`config.mk`:
```
export PLATFORM = sky130hd
export DESIGN_NAME = cmd_initiator
export DESIGN_NICKNAME = d
export VERILOG_FILES = /design/src/rtl/cmd_initiator.sv
export SDC_FILE = /design/constraint.sdc
export NUM_CORES = 1
export LEC_CHECK = 0
export CAP_MARGIN = 20
export CORE_ASPECT_RATIO = 0.8
export CORE_MARGIN = 10
export CORE_UTILIZATION = 30
export CTS_BUF_LIST = sky130_fd_sc_hd__clkbuf_4 sky130_fd_sc_hd__clkbuf_8
export CTS_CLUSTER_SIZE = 10
export DETAILED_ROUTE_END_ITERATION = 8
export PLACE_DENSITY = 0.6
export SYNTH_ARGS = -nofsm -noshare
export SYNTH_HDL_FRONTEND = slang
export SYNTH_SLANG_ARGS = --single-unit
```
`constraint.sdc`:
```
create_clock -name clk -period 2.1 [get_ports clk]
set_input_delay 0.315 -clock clk [delete_from_list [all_inputs] [get_ports clk]]
set_output_delay 0.315 -clock clk [all_outputs]
set_load 0.01 [all_outputs]
```
`src/rtl/cmd_initiator.sv`:
```
`timescale 1ns/1ps
`default_nettype none
// +-----------------------------------------------------------------+
// | cmd_initiator: sends WR_REG/RD_REG packets on an AXI4-stream and |
// | checks the echoed response.                    Revision: 1.0     |
// +-----------------------------------------------------------------+
module cmd_initiator #(
   parameter int TIMEOUT_CYCLES = 1024
) (
   input  logic        clk,
   input  logic        reset,
   input  logic        start,
   input  logic        cmd_wr,
   input  logic [7:0]  reg_num,
   input  logic [31:0] wr_data,
   output logic [31:0] tx_data,
   output logic [0:3]  tx_tkeep,
   output logic        tx_tvalid,
   output logic        tx_tlast,
   input  logic        tx_tready,
   input  logic [31:0] rx_data,
   input  logic [0:3]  rx_tkeep,
   input  logic        rx_tvalid,
   input  logic        rx_tlast,
   output logic        rx_tready,
   output logic        busy,
   output logic        done,
   output logic [31:0] rd_data,
   output logic [1:0]  err
);

   typedef enum logic [3:0] {
      IDLE    = 4'd0,
      TX_CSN  = 4'd1,
      TX_CC   = 4'd2,
      TX_REG  = 4'd3,
      TX_DATA = 4'd4,
      RX_CSN  = 4'd5,
      RX_CC   = 4'd6,
      RX_REG  = 4'd7,
      RX_DATA = 4'd8,
      DRAIN   = 4'd9,
      FINISH  = 4'd10
   } state_t;

   localparam int                 c_tmo_w    = $clog2(TIMEOUT_CYCLES + 1);
   localparam logic [c_tmo_w-1:0] c_tmo_last = c_tmo_w'(TIMEOUT_CYCLES - 1);
   localparam logic [31:0]        c_cc_wr    = 32'h0000_0003;
   localparam logic [31:0]        c_cc_rd    = 32'h0000_0002;
   localparam logic [27:0]        c_seq_max  = 28'hFFF_FFFF;

   state_t             state_q, state_d;
   logic               cmd_wr_q, cmd_wr_d;
   logic [7:0]         reg_num_q, reg_num_d;
   logic [31:0]        wr_data_q, wr_data_d;
   logic [27:0]        seq_q, seq_d;
   logic [31:0]        rd_data_q, rd_data_d;
   logic [1:0]         err_q, err_d;
   logic [c_tmo_w-1:0] tmo_q, tmo_d;

   logic [31:0] csn_word, cc_word, reg_word, exp_word;
   logic        tx_hs, rx_hs, in_rx, unused_tkeep;

   assign csn_word = {4'h1, seq_q};
   assign cc_word  = cmd_wr_q ? c_cc_wr : c_cc_rd;
   assign reg_word = {24'h0, reg_num_q};

   assign in_rx     = state_q inside {RX_CSN, RX_CC, RX_REG, RX_DATA, DRAIN};
   assign tx_tvalid = state_q inside {TX_CSN, TX_CC, TX_REG, TX_DATA};
   assign tx_tlast  = (state_q == TX_DATA) || ((state_q == TX_REG) && !cmd_wr_q);
   assign tx_tkeep  = 4'b1111;
   assign rx_tready = in_rx;
   assign busy      = !(state_q inside {IDLE, FINISH});
   assign done      = (state_q == FINISH);
   assign rd_data   = rd_data_q;
   assign err       = err_q;

   assign tx_hs        = tx_tvalid && tx_tready;
   assign rx_hs        = rx_tvalid && rx_tready;
   assign unused_tkeep = ^rx_tkeep;

   // Outgoing word and the echo expected back share the latched command fields.
   always_comb begin
      tx_data  = '0;
      exp_word = '0;
      case (state_q)
         TX_CSN:  tx_data = csn_word;
         TX_CC:   tx_data = cc_word;
         TX_REG:  tx_data = reg_word;
         TX_DATA: tx_data = wr_data_q;
         RX_CSN:  exp_word = csn_word;
         RX_CC:   exp_word = cc_word;
         RX_REG:  exp_word = reg_word;
         default: ;
      endcase
   end

   always_comb begin
      state_d   = state_q;
      cmd_wr_d  = cmd_wr_q;
      reg_num_d = reg_num_q;
      wr_data_d = wr_data_q;
      seq_d     = seq_q;
      rd_data_d = rd_data_q;
      err_d     = err_q;
      tmo_d     = tmo_q;

      case (state_q)
         IDLE: begin
            if (start) begin
               cmd_wr_d  = cmd_wr;
               reg_num_d = reg_num;
               wr_data_d = wr_data;
               state_d   = TX_CSN;
            end
         end
         TX_CSN: if (tx_hs) state_d = TX_CC;
         TX_CC:  if (tx_hs) state_d = TX_REG;
         TX_REG: begin
            if (tx_hs) begin
               state_d = cmd_wr_q ? TX_DATA : RX_CSN;
               tmo_d   = '0;
            end
         end
         TX_DATA: begin
            if (tx_hs) begin
               state_d = RX_CSN;
               tmo_d   = '0;
            end
         end
         RX_CSN, RX_CC, RX_REG: begin
            // An echo mismatch takes priority over a premature tlast.
            if (rx_hs) begin
               if (rx_data != exp_word) begin
                  err_d   = 2'd1;
                  state_d = rx_tlast ? FINISH : DRAIN;
               end else if (rx_tlast) begin
                  err_d   = 2'd2;
                  state_d = FINISH;
               end else begin
                  state_d = (state_q == RX_CSN) ? RX_CC :
                            (state_q == RX_CC)  ? RX_REG : RX_DATA;
               end
            end
         end
         RX_DATA: begin
            if (rx_hs) begin
               if (rx_tlast) begin
                  rd_data_d = rx_data;
                  err_d     = 2'd0;
                  state_d   = FINISH;
               end else begin
                  err_d   = 2'd2;
                  state_d = DRAIN;
               end
            end
         end
         DRAIN: if (rx_hs && rx_tlast) state_d = FINISH;
         FINISH: begin
            seq_d   = (seq_q == c_seq_max) ? 28'd1 : seq_q + 28'd1;
            state_d = IDLE;
         end
         default: state_d = IDLE;
      endcase

      // A handshake in the expiry cycle restarts the wait instead of aborting.
      if (in_rx) begin
         if (rx_hs) begin
            tmo_d = '0;
         end else if (tmo_q == c_tmo_last) begin
            err_d   = 2'd3;
            state_d = FINISH;
         end else begin
            tmo_d = tmo_q + 1'b1;
         end
      end
   end

   always_ff @(posedge clk) begin
      if (reset) begin
         state_q   <= IDLE;
         cmd_wr_q  <= 1'b0;
         reg_num_q <= '0;
         wr_data_q <= '0;
         seq_q     <= 28'd1;
         rd_data_q <= '0;
         err_q     <= '0;
         tmo_q     <= '0;
      end else begin
         state_q   <= state_d;
         cmd_wr_q  <= cmd_wr_d;
         reg_num_q <= reg_num_d;
         wr_data_q <= wr_data_d;
         seq_q     <= seq_d;
         rd_data_q <= rd_data_d;
         err_q     <= err_d;
         tmo_q     <= tmo_d;
      end
   end

endmodule
`default_nettype wire

```
==> results.sh, run 1 <==
export IMPL_status="complete, but fails checks"
export IMPL_violations="setup timing"
export IMPL_numCtsBuffers=17
export IMPL_fin_crit_sh_pct=107
export IMPL_synth_async_reset_ratio_pct=0
export IMPL_cts_root_buf="clkbuf_8"
export IMPL_fillers=1960
export IMPL_row_count=46
export IMPL_power_mw=5.47
export IMPL_final_setup_skew_ns=0.0115
export IMPL_critPathRequiredTime_ns=1.78
export IMPL_initial_core_util_pct=30.9
export IMPL_fp_coreArea_sq_um=20100
export IMPL_clk_path_buf_depth=2
export IMPL_ys_warnings_count=0
export IMPL_worst_slack_ns=-0.144
export IMPL_ys_seq_area_share_pct=38.1
export IMPL_die_area_sq_um=26900
export IMPL_clock_latency_ns=0.46
export IMPL_clk_pin_slew_ns=0.07
export IMPL_layout_nets=1149
export IMPL_cp_start_kind="register"
export IMPL_cts_tree="built"
export IMPL_place_gp_congestion=0.873
export IMPL_power_density_nw_per_um2=563
export IMPL_die_w_um=181
export IMPL_grt_pass1_vias=6248
export IMPL_vdd_ir_drop_max_uv=377
export IMPL_grt_max_degree=46
export IMPL_chipHeight_um=149
export IMPL_ios=158
export IMPL_synth_ff_type="dfxtp_1"
export IMPL_antennaDiodeCount=0
export IMPL_preCtsSetupSlack_ns=-0.450
export IMPL_fin_crit_ns=2.24
export IMPL_drt_initial_drc_count=517
export IMPL_synth_area_sq_um=6200
export IMPL_syn_avg_cell_area_sq_um=7.67
export IMPL_dpl_hpwl_um=16200
export IMPL_worst_ep_arrival_time_ns=1.93
export IMPL_p_leak_nw=3.67
export IMPL_routed_wl_um=23000
export IMPL_hold_viol_final=0
export IMPL_postSynthCellCount=809
export IMPL_grt_usage_pct=16.0
export IMPL_hp_class="in -> reg"
export IMPL_viasPerCell=5.01
export IMPL_grt_first_pass_wirelength_um=34800
export IMPL_routed_via_count=6723
export IMPL_clock_sinks=118
export IMPL_synth_edff_count=0
export IMPL_synthToLayoutAreaGrowth_pct=56.8
export IMPL_max_cap_violations=0
export IMPL_dr_pass1_iters=5
export IMPL_io_buffers=149
export IMPL_fmax_ghz=0.446
export IMPL_finalSetupViolations=61
export IMPL_htreeDepth=4
export IMPL_synth_seq_cells=118
export IMPL_crit_fanout=7
export IMPL_wl_per_cell_um=17.1
export IMPL_end_kind="primary output"
export IMPL_crit_type="reg -> out"
export IMPL_drcViolationCount=0
export IMPL_ys_types=65
export IMPL_grt_overflow_total=0
export IMPL_holdBufCountCts=0
export IMPL_ant_nets=0
export IMPL_report_final_slew_viol_count=0
export IMPL_final_layout_size_suffix_gt1_share_pct=26.6
export IMPL_rsz0062_at_grt="yes"
export IMPL_antenna_found_initial=0
per-stage QoR:
stage / hold WS, ns / cells / area [sq um] / setup TNS (ns) / utilization (%)
after CTS: 0.203 / 1323 / 9320 / -3.01 / 46.4
after detailed placement: 0.442 / 1263 / 8590 / -6.87 / 42.8
final: 0.229 / 1341 / 9730 / -3.76 / 48.4
after floorplan: 0.432 / 812 / 6220 / 0 / -
after global placement: 0.437 / 1263 / 8590 / -6.48 / 42.8
after global routing: 0.207 / 1341 / 9730 / -9.13 / 48.4
synthesized netlist by cell type, drive strengths merged, types with 13 or more instances:
master,instances,share of area (%)
clkbuf,38,2.3
nand4,14,1.5
dfxtp,118,38
buf,26,2.8
xnor2,20,2.8
a31oi,13,1.3
nand2,179,11
nor2,70,4.3
nand3,25,2.0
a21oi,100,8.1
xor2,21,3.0
a22o,21,3.0
o21ai,21,1.7
path summary, 6_finish.rpt:
| kind | from | end | depth (start not counted) | slack (ns) |
|---|---|---|---|---|
| worst max-delay path | state_q[1]$_SDFF_PP0_ | tx_data[1] | 8 | -0.14 |
| worst min-delay path | reset | seq_q[24]$_SDFFE_PP0P_ | 2 | 0.23 |
| worst max register to register | state_q[1]$_SDFF_PP0_ | err[0]$_SDFF_PP0_ | 8 | -0.09 |
| worst min register to register | rd_data[31]$_SDFFE_PP0P_ | rd_data[31]$_SDFFE_PP0P_ | 2 | 0.45 |
power by group:
group          internal, mW  leakage, nW  switching [mW]  total [mW]
Clock                  1.09        0.203            1.10        2.18
Combinational         0.484         2.50           0.448       0.932
Sequential             2.31        0.961          0.0521        2.36
critical path, cell delays in order (launching register included):
cell	delay (ns)
dfxtp_4	0.37
buf_12	0.12
buf_4	0.12
nor2b_4	0.04
buf_6	0.12
a21oi_1	0.20
nor3_2	0.08
a221o_1	0.29
buf_6	0.13
state kept, by name, indices dropped and copies added, names as in the netlist:
register / cells
rd_data: 32
err: 2
seq_q: 28
wr_data_q: 32
tmo_q: 11
reg_num_q: 8
state_q: 4
cmd_wr_q: 1
cell families (layout without fill, tap and decap cells):
| family | count (synthesis) | after routing | share of synthesized area, % |
|---|---|---|---|
| mux | 9 | 9 | 1.59 |
| xor+xnor | 41 | 41 | 5.79 |
| compound gates | 195 | 195 | 19.8 |
| simple gates | 368 | 369 | 28.5 |
| fa+ha+maj | 2 | 2 | 0.403 |
| flops | 118 | 118 | 38.1 |
| buf+inv | 75 | 339 | 5.79 |
| other cells | 1 | 4 | 0.0604 |
placed cells by master, fill, tap and decap left out, drive strengths merged, types with 3 or more instances in the layout:
cell,Yosys,layout
nand3,25,25
nor4,5,5
clkdlybuf4s50,0,111
inv,11,19
nor2b,4,4
conb,1,4
dfxtp,118,118
nand4,14,14
and3,11,11
buf,26,179
o21ai,21,21
o32ai,9,9
nor3,7,7
nor4bb,9,9
a21oi,100,100
or3,7,7
a31oi,13,13
o31a,4,4
nand2b,7,7
o32a,3,3
and2,8,8
clkinv,0,4
xnor2,20,20
a22oi,9,9
xor2,21,21
a22o,21,21
nor2,70,70
nor4b,4,4
o31ai,3,3
mux2,4,4
nand2,179,179
clkbuf,38,23
mux2i,5,5
or4,6,6
per-layer routing:
layer	up-vias	GRT usage, %	part of all wire (%)
met5	-	0	0
met4	0	4.26	0.88
met3	16	4.78	8.0
met2	228	22.0	41
met1	3139	23.3	50
li1	3340	-	-
layout make-up:
type	count	area (sq um)	share of cell area [%]
Multi-Input combinational cell	620	3770	38.8
Timing Repair Buffer	296	2810	28.8
Sequential cell	118	2380	24.4
Tap cell	264	330	3.39
Clock buffer	17	234	2.40
Clock inverter	15	169	1.74
Inverter	11	41.3	0.424
timing repair:
action                                  4_1_cts  5_1_grt
resized for setup                           200       66
pin swaps                                    22       29
buffers inserted                             25       20
endpoints found under the setup margin       43       75
cloned                                        3        4
(Power assumes the default switching activity.)
==> run 2: changes to the inputs <==
--- a/config.mk
+++ b/config.mk
@@ -12,7 +12,9 @@
 export CTS_BUF_LIST = sky130_fd_sc_hd__clkbuf_4 sky130_fd_sc_hd__clkbuf_8
 export CTS_CLUSTER_SIZE = 10
 export DETAILED_ROUTE_END_ITERATION = 8
+export HOLD_SLACK_MARGIN = 0.12
 export PLACE_DENSITY = 0.6
+export RECOVER_POWER = 50
 export SYNTH_ARGS = -nofsm -noshare
 export SYNTH_HDL_FRONTEND = slang
 export SYNTH_SLANG_ARGS = --single-unit
==> results.sh, run 2 (synthesis results as in run 1) <==
export IMPL_rsz0062_at_grt="yes"
export IMPL_grt_max_degree=46
export IMPL_violations="setup timing"
export IMPL_mostFrequentLayoutCell="nand2_1"
export IMPL_drcViolationCount=0
export IMPL_cp_start_kind="register"
export IMPL_worst_slack_ns=-0.146
export IMPL_antenna_found_initial=0
export IMPL_final_layout_size_suffix_gt1_share_pct=26.6
export IMPL_antennaDiodeCount=0
export IMPL_synthToLayoutAreaGrowth_pct=56.8
export IMPL_grt_first_pass_wirelength_um=34800
export IMPL_power_density_nw_per_um2=562
export IMPL_hp_class="in -> reg"
export IMPL_finalSetupViolations=61
export IMPL_max_cap_violations=0
export IMPL_chipHeight_um=149
export IMPL_fin_crit_sh_pct=107
export IMPL_initial_core_util_pct=30.9
export IMPL_row_count=46
export IMPL_cts_root_buf="clkbuf_8"
export IMPL_p_leak_nw=3.78
export IMPL_status="complete, but fails checks"
export IMPL_crit_chain="buf_12, buf_4, nor2b_4, buf_6, a21oi_1, nor3_2, a221o_1, buf_6"
export IMPL_routed_via_count=6714
export IMPL_crit_buf_inv=4
export IMPL_end_kind="primary output"
export IMPL_clk_pin_slew_ns=0.07
export IMPL_fin_crit_ns=2.25
export IMPL_fin_hold_ws_ns=0.224
export IMPL_grt_usage_pct=16.0
export IMPL_final_setup_tns_ns=-3.88
export IMPL_ant_nets=0
export IMPL_htreeDepth=4
export IMPL_final_setup_skew_ns=0.0102
export IMPL_crit_fanout=7
export IMPL_routed_wl_um=23000
export IMPL_worst_ep_arrival_time_ns=1.93
export IMPL_viasPerCell=5.01
export IMPL_wl_per_cell_um=17.1
export IMPL_slowest_delay_ns=0.37
export IMPL_post_route_util_pct=48.4
export IMPL_fp_coreArea_sq_um=20100
export IMPL_finish_instance_area_sq_um=9730
export IMPL_power_mw=5.47
export IMPL_ios=158
export IMPL_drt_initial_drc_count=519
export IMPL_holdBufCountCts=0
export IMPL_placed_area_sq_um=8590
export IMPL_fmax_ghz=0.445
export IMPL_numCtsBuffers=17
export IMPL_clock_sinks=118
export IMPL_crit_family="buffers and inverters"
export IMPL_critPathRequiredTime_ns=1.78
export IMPL_hold_viol_final=0
export IMPL_dr_pass1_iters=5
export IMPL_layout_common_cells="nand2_1 (173), dfxtp_1 (111), buf_4 (108)"
export IMPL_grt_pass1_vias=6248
export IMPL_clock_latency_ns=0.46
export IMPL_grt_overflow_total=0
export IMPL_crit_top_cell="buf_6"
export IMPL_dpl_hpwl_um=16200
export IMPL_io_buffers=149
export IMPL_vdd_ir_drop_max_uv=376
export IMPL_die_area_sq_um=26900
export IMPL_die_w_um=181
export IMPL_clk_path_buf_depth=2
export IMPL_layout_nets=1149
export IMPL_report_final_slew_viol_count=0
export IMPL_place_gp_congestion=0.873
export IMPL_cts_tree="built"
export IMPL_crit_slowest_cell="dfxtp_4"
export IMPL_crit_type="reg -> out"
[run 2: report_power, final]
part	total (mW)	internal, mW	switching (mW)
combinational	0.932	0.484	0.448
sequential	2.36	2.31	0.0523
clock	2.18	1.09	1.09
[run 2: timing repair]
action,4_1_cts,5_1_grt
pin swaps,22,29
endpoints found under the hold margin,0,0
gates resized for setup,200,66
setup buffers,25,20
gates cloned,3,4
endpoints found under the setup margin,43,75
[run 2: final cells by class]
| class | count | area [sq um] |
|---|---|---|
| Fill cell | 1960 | 10400 |
| Multi-Input combinational cell | 620 | 3770 |
| Timing Repair Buffer | 296 | 2810 |
| Sequential cell | 118 | 2380 |
| Tap cell | 264 | 330 |
| Clock buffer | 17 | 234 |
| Clock inverter | 15 | 169 |
| Inverter | 11 | 41.3 |
[run 2: final timing paths]
path	from	slack (ns)	depth (start not counted)	endpoint
setup / recovery	state_q[1]$_SDFF_PP0_	-0.15	8	tx_data[1]
hold / removal	reset	0.22	2	seq_q[24]$_SDFFE_PP0P_
setup reg to reg	state_q[1]$_SDFF_PP0_	-0.09	8	err[0]$_SDFF_PP0_
hold reg to reg	rd_data[31]$_SDFFE_PP0P_	0.45	2	rd_data[31]$_SDFFE_PP0P_
[run 2: metal layers]
layer / wire (um) / GRT usage [%]
met1: 11500 / 23.3
met4: 198 / 4.26
met3: 1800 / 4.78
met2: 9490 / 22.0
met5: 0 / 0
[run 2: stage by stage]
stage,std cells,worst slack [ns]
global route,1341,-0.230
detailed placement,1263,-0.450
floorplan,812,0.0846
finish,1341,-0.146
global placement,1263,-0.385
CTS,1323,-0.221
==> run 3: changes to the inputs <==
--- a/config.mk
+++ b/config.mk
@@ -7,7 +7,7 @@
 export LEC_CHECK = 0
 export CAP_MARGIN = 20
 export CORE_ASPECT_RATIO = 0.8
-export CORE_MARGIN = 10
+export CORE_MARGIN = 8
 export CORE_UTILIZATION = 30
 export CTS_BUF_LIST = sky130_fd_sc_hd__clkbuf_4 sky130_fd_sc_hd__clkbuf_8
 export CTS_CLUSTER_SIZE = 10
==> results.sh, run 3 (synthesis results as in run 1) <==
export IMPL_io_buffers=149
export IMPL_hold_viol_final=0
export IMPL_mostFrequentLayoutCell="nand2_1"
export IMPL_cts_tree="built"
export IMPL_sw_frac_of_total_pct=29.2
export IMPL_crit_slowest_cell="dfxtp_4"
export IMPL_p_int_mw=3.67
export IMPL_fin_crit_ns=2.30
export IMPL_holdBufCountCts=0
export IMPL_clock_sinks=118
export IMPL_hp_start="reset"
export IMPL_grt_pass1_vias=6232
export IMPL_met1_usage_pct=24.6
export IMPL_viasPerCell=4.86
export IMPL_max_cap_violations=0
export IMPL_die_w_um=177
export IMPL_numCtsBuffers=17
export IMPL_finalSetupViolations=36
export IMPL_row_count=47
export IMPL_comb_power_share_pct=17.2
export IMPL_dr_pass1_iters=4
export IMPL_worst_ep_arrival_time_ns=1.98
export IMPL_crit_chain="buf_12, buf_8, nor4b_4, buf_4, buf_6, clkbuf_16, a22o_1, buf_2"
export IMPL_crit_type="reg -> out"
export IMPL_place_gp_congestion=0.846
export IMPL_cp_start_kind="register"
export IMPL_p_sw_mw=1.51
export IMPL_tightest_slew_ns=0.513
export IMPL_ant_nets=0
export IMPL_final_setup_skew_ns=0.0100
export IMPL_multi_input_area_sq_um=3710
export IMPL_vdd_ir_drop_max_uv=363
export IMPL_whs_path_depth=2
export IMPL_wl_per_cell_um=16.4
export IMPL_fin_crit_sh_pct=109
export IMPL_r2r_cells=10
export IMPL_use_met3_pct=4.72
export IMPL_seqPwrFrac_pct=45.7
export IMPL_end_kind="primary output"
export IMPL_layout_nets=1137
export IMPL_r2r_end="state_q[0]$_SDFF_PP0_"
export IMPL_routed_via_count=6481
export IMPL_hp_class="in -> reg"
export IMPL_grt_use_met2_pct=23.6
export IMPL_initial_core_util_pct=30.3
export IMPL_layout_common_cells="nand2_1 (168), dfxtp_1 (111), buf_4 (110)"
export IMPL_critPathRequiredTime_ns=1.78
export IMPL_rsz0062_at_grt="yes"
export IMPL_routed_wl_um=21800
export IMPL_clk_pin_slew_ns=0.08
export IMPL_chipHeight_um=145
export IMPL_r2r_setup_slack_ns=-0.05
export IMPL_die_area_sq_um=25600
export IMPL_final_layout_size_suffix_gt1_share_pct=25.6
export IMPL_slew_headroom_pct=65.8
export IMPL_violations="setup timing"
export IMPL_drcViolationCount=0
export IMPL_crit_fanout=8
export IMPL_power_mw=5.18
export IMPL_p_clk_share_pct=37.2
export IMPL_drt_initial_drc_count=302
export IMPL_rr_startpoint="state_q[0]$_SDFF_PP0_"
export IMPL_fp_coreArea_sq_um=20500
export IMPL_report_final_slew_viol_count=0
export IMPL_fmax_ghz=0.435
export IMPL_worstHoldEndpoint="seq_q[24]$_SDFFE_PP0P_"
export IMPL_seq_area_sq_um=2380
export IMPL_clock_latency_ns=0.44
export IMPL_power_density_nw_per_um2=546
export IMPL_p_leak_nw=3.71
export IMPL_antennaDiodeCount=0
export IMPL_status="complete, but fails checks"
export IMPL_crit_buf_inv=6
export IMPL_antenna_found_initial=0
export IMPL_worst_slack_ns=-0.199
export IMPL_cts_root_buf="clkbuf_8"
export IMPL_slowest_delay_ns=0.36
export IMPL_htreeDepth=4
export IMPL_grt_max_degree=46
export IMPL_crit_family="buffers and inverters"
export IMPL_clk_path_buf_depth=2
export IMPL_grt_first_pass_wirelength_um=33800
export IMPL_fillers=2087
export IMPL_grt_overflow_total=0
export IMPL_ios=158
export IMPL_gr_max_usage_layer="met1"
export IMPL_dpl_hpwl_um=15900
export IMPL_synthToLayoutAreaGrowth_pct=52.8
export IMPL_grt_usage_pct=16.8
export IMPL_fin_hold_ws_ns=0.153
-- run 3: repair_timing --
action / in CTS / in global routing
resized for setup: 178 / 52
buffers inserted: 17 / 9
cloned: 3 / 1
setup endpoints to repair: 43 / 76
pin swaps: 14 / 31
-- run 3: worst reg2reg max path: stages, from the launching register on --
cell and delay, ns:
dfxtp_4 0.36, buf_12 0.13, buf_4 0.17, nand3b_1 0.19, buf_4 0.14, or3_1 0.09, nand4_1 0.09, nor4_2 0.27
buf_4 0.16, nand4_4 0.15, o31a_1 0.29
-- run 3: stage by stage --
step,setup TNS [ns],setup WS [ns],area (sq um),cells,utilization [%]
after floorplan,0,0.0846,6220,812,-
after global placement,-5.90,-0.402,8660,1272,42.3
after detailed placement,-6.38,-0.461,8660,1272,42.3
after CTS,-7.63,-0.262,9240,1324,45.1
after global routing,-13.28,-0.305,9480,1334,46.3
final,-5.70,-0.199,9480,1334,46.3
-- run 3: per-layer routing --
metal,share of wire (%),wire (um)
met5,0,0
met1,51,11100
met2,41,9000
met3,7.4,1610
met4,0.64,140
-- run 3: power by group through the flow --
stage	clock, mW	sequential [mW]	combinational [mW]
floorplan	0	2.39	0.384
global placement	0	2.41	0.815
detailed placement	0	2.41	0.822
CTS	1.98	2.36	0.864
global route	2.10	2.37	0.966
finish	1.92	2.36	0.888
-- run 3: area by class of cell --
class | count | area share (%)
Multi-Input combinational cell | 619 | 39.1
Timing Repair Buffer | 285 | 28.1
Sequential cell | 118 | 25.1
Tap cell | 269 | 3.55
Clock buffer | 19 | 2.76
Clock inverter | 13 | 1.03
Inverter | 11 | 0.475
-- run 3: how the worst max path moves through the flow --
| stage | endpoint | slack [ns] | cells after the start | start |
|---|---|---|---|---|
| 6_report | tx_data[14] | -0.20 | 8 | state_q[0]$_SDFF_PP0_ |
| 5_1_grt | tx_data[1] | -0.31 | 8 | state_q[0]$_SDFF_PP0_ |
| 4_1_cts | tx_data[0] | -0.26 | 8 | state_q[0]$_SDFF_PP0_ |
| 3_5_place_dp | state_q[0]$_SDFF_PP0_ | -0.46 | 7 | rx_data[11] |
| 3_3_place_gp | state_q[0]$_SDFF_PP0_ | -0.40 | 7 | rx_data[11] |
| 2_1_floorplan | err[0]$_SDFF_PP0_ | 0.08 | 8 | state_q[0]$_SDFF_PP0_ |
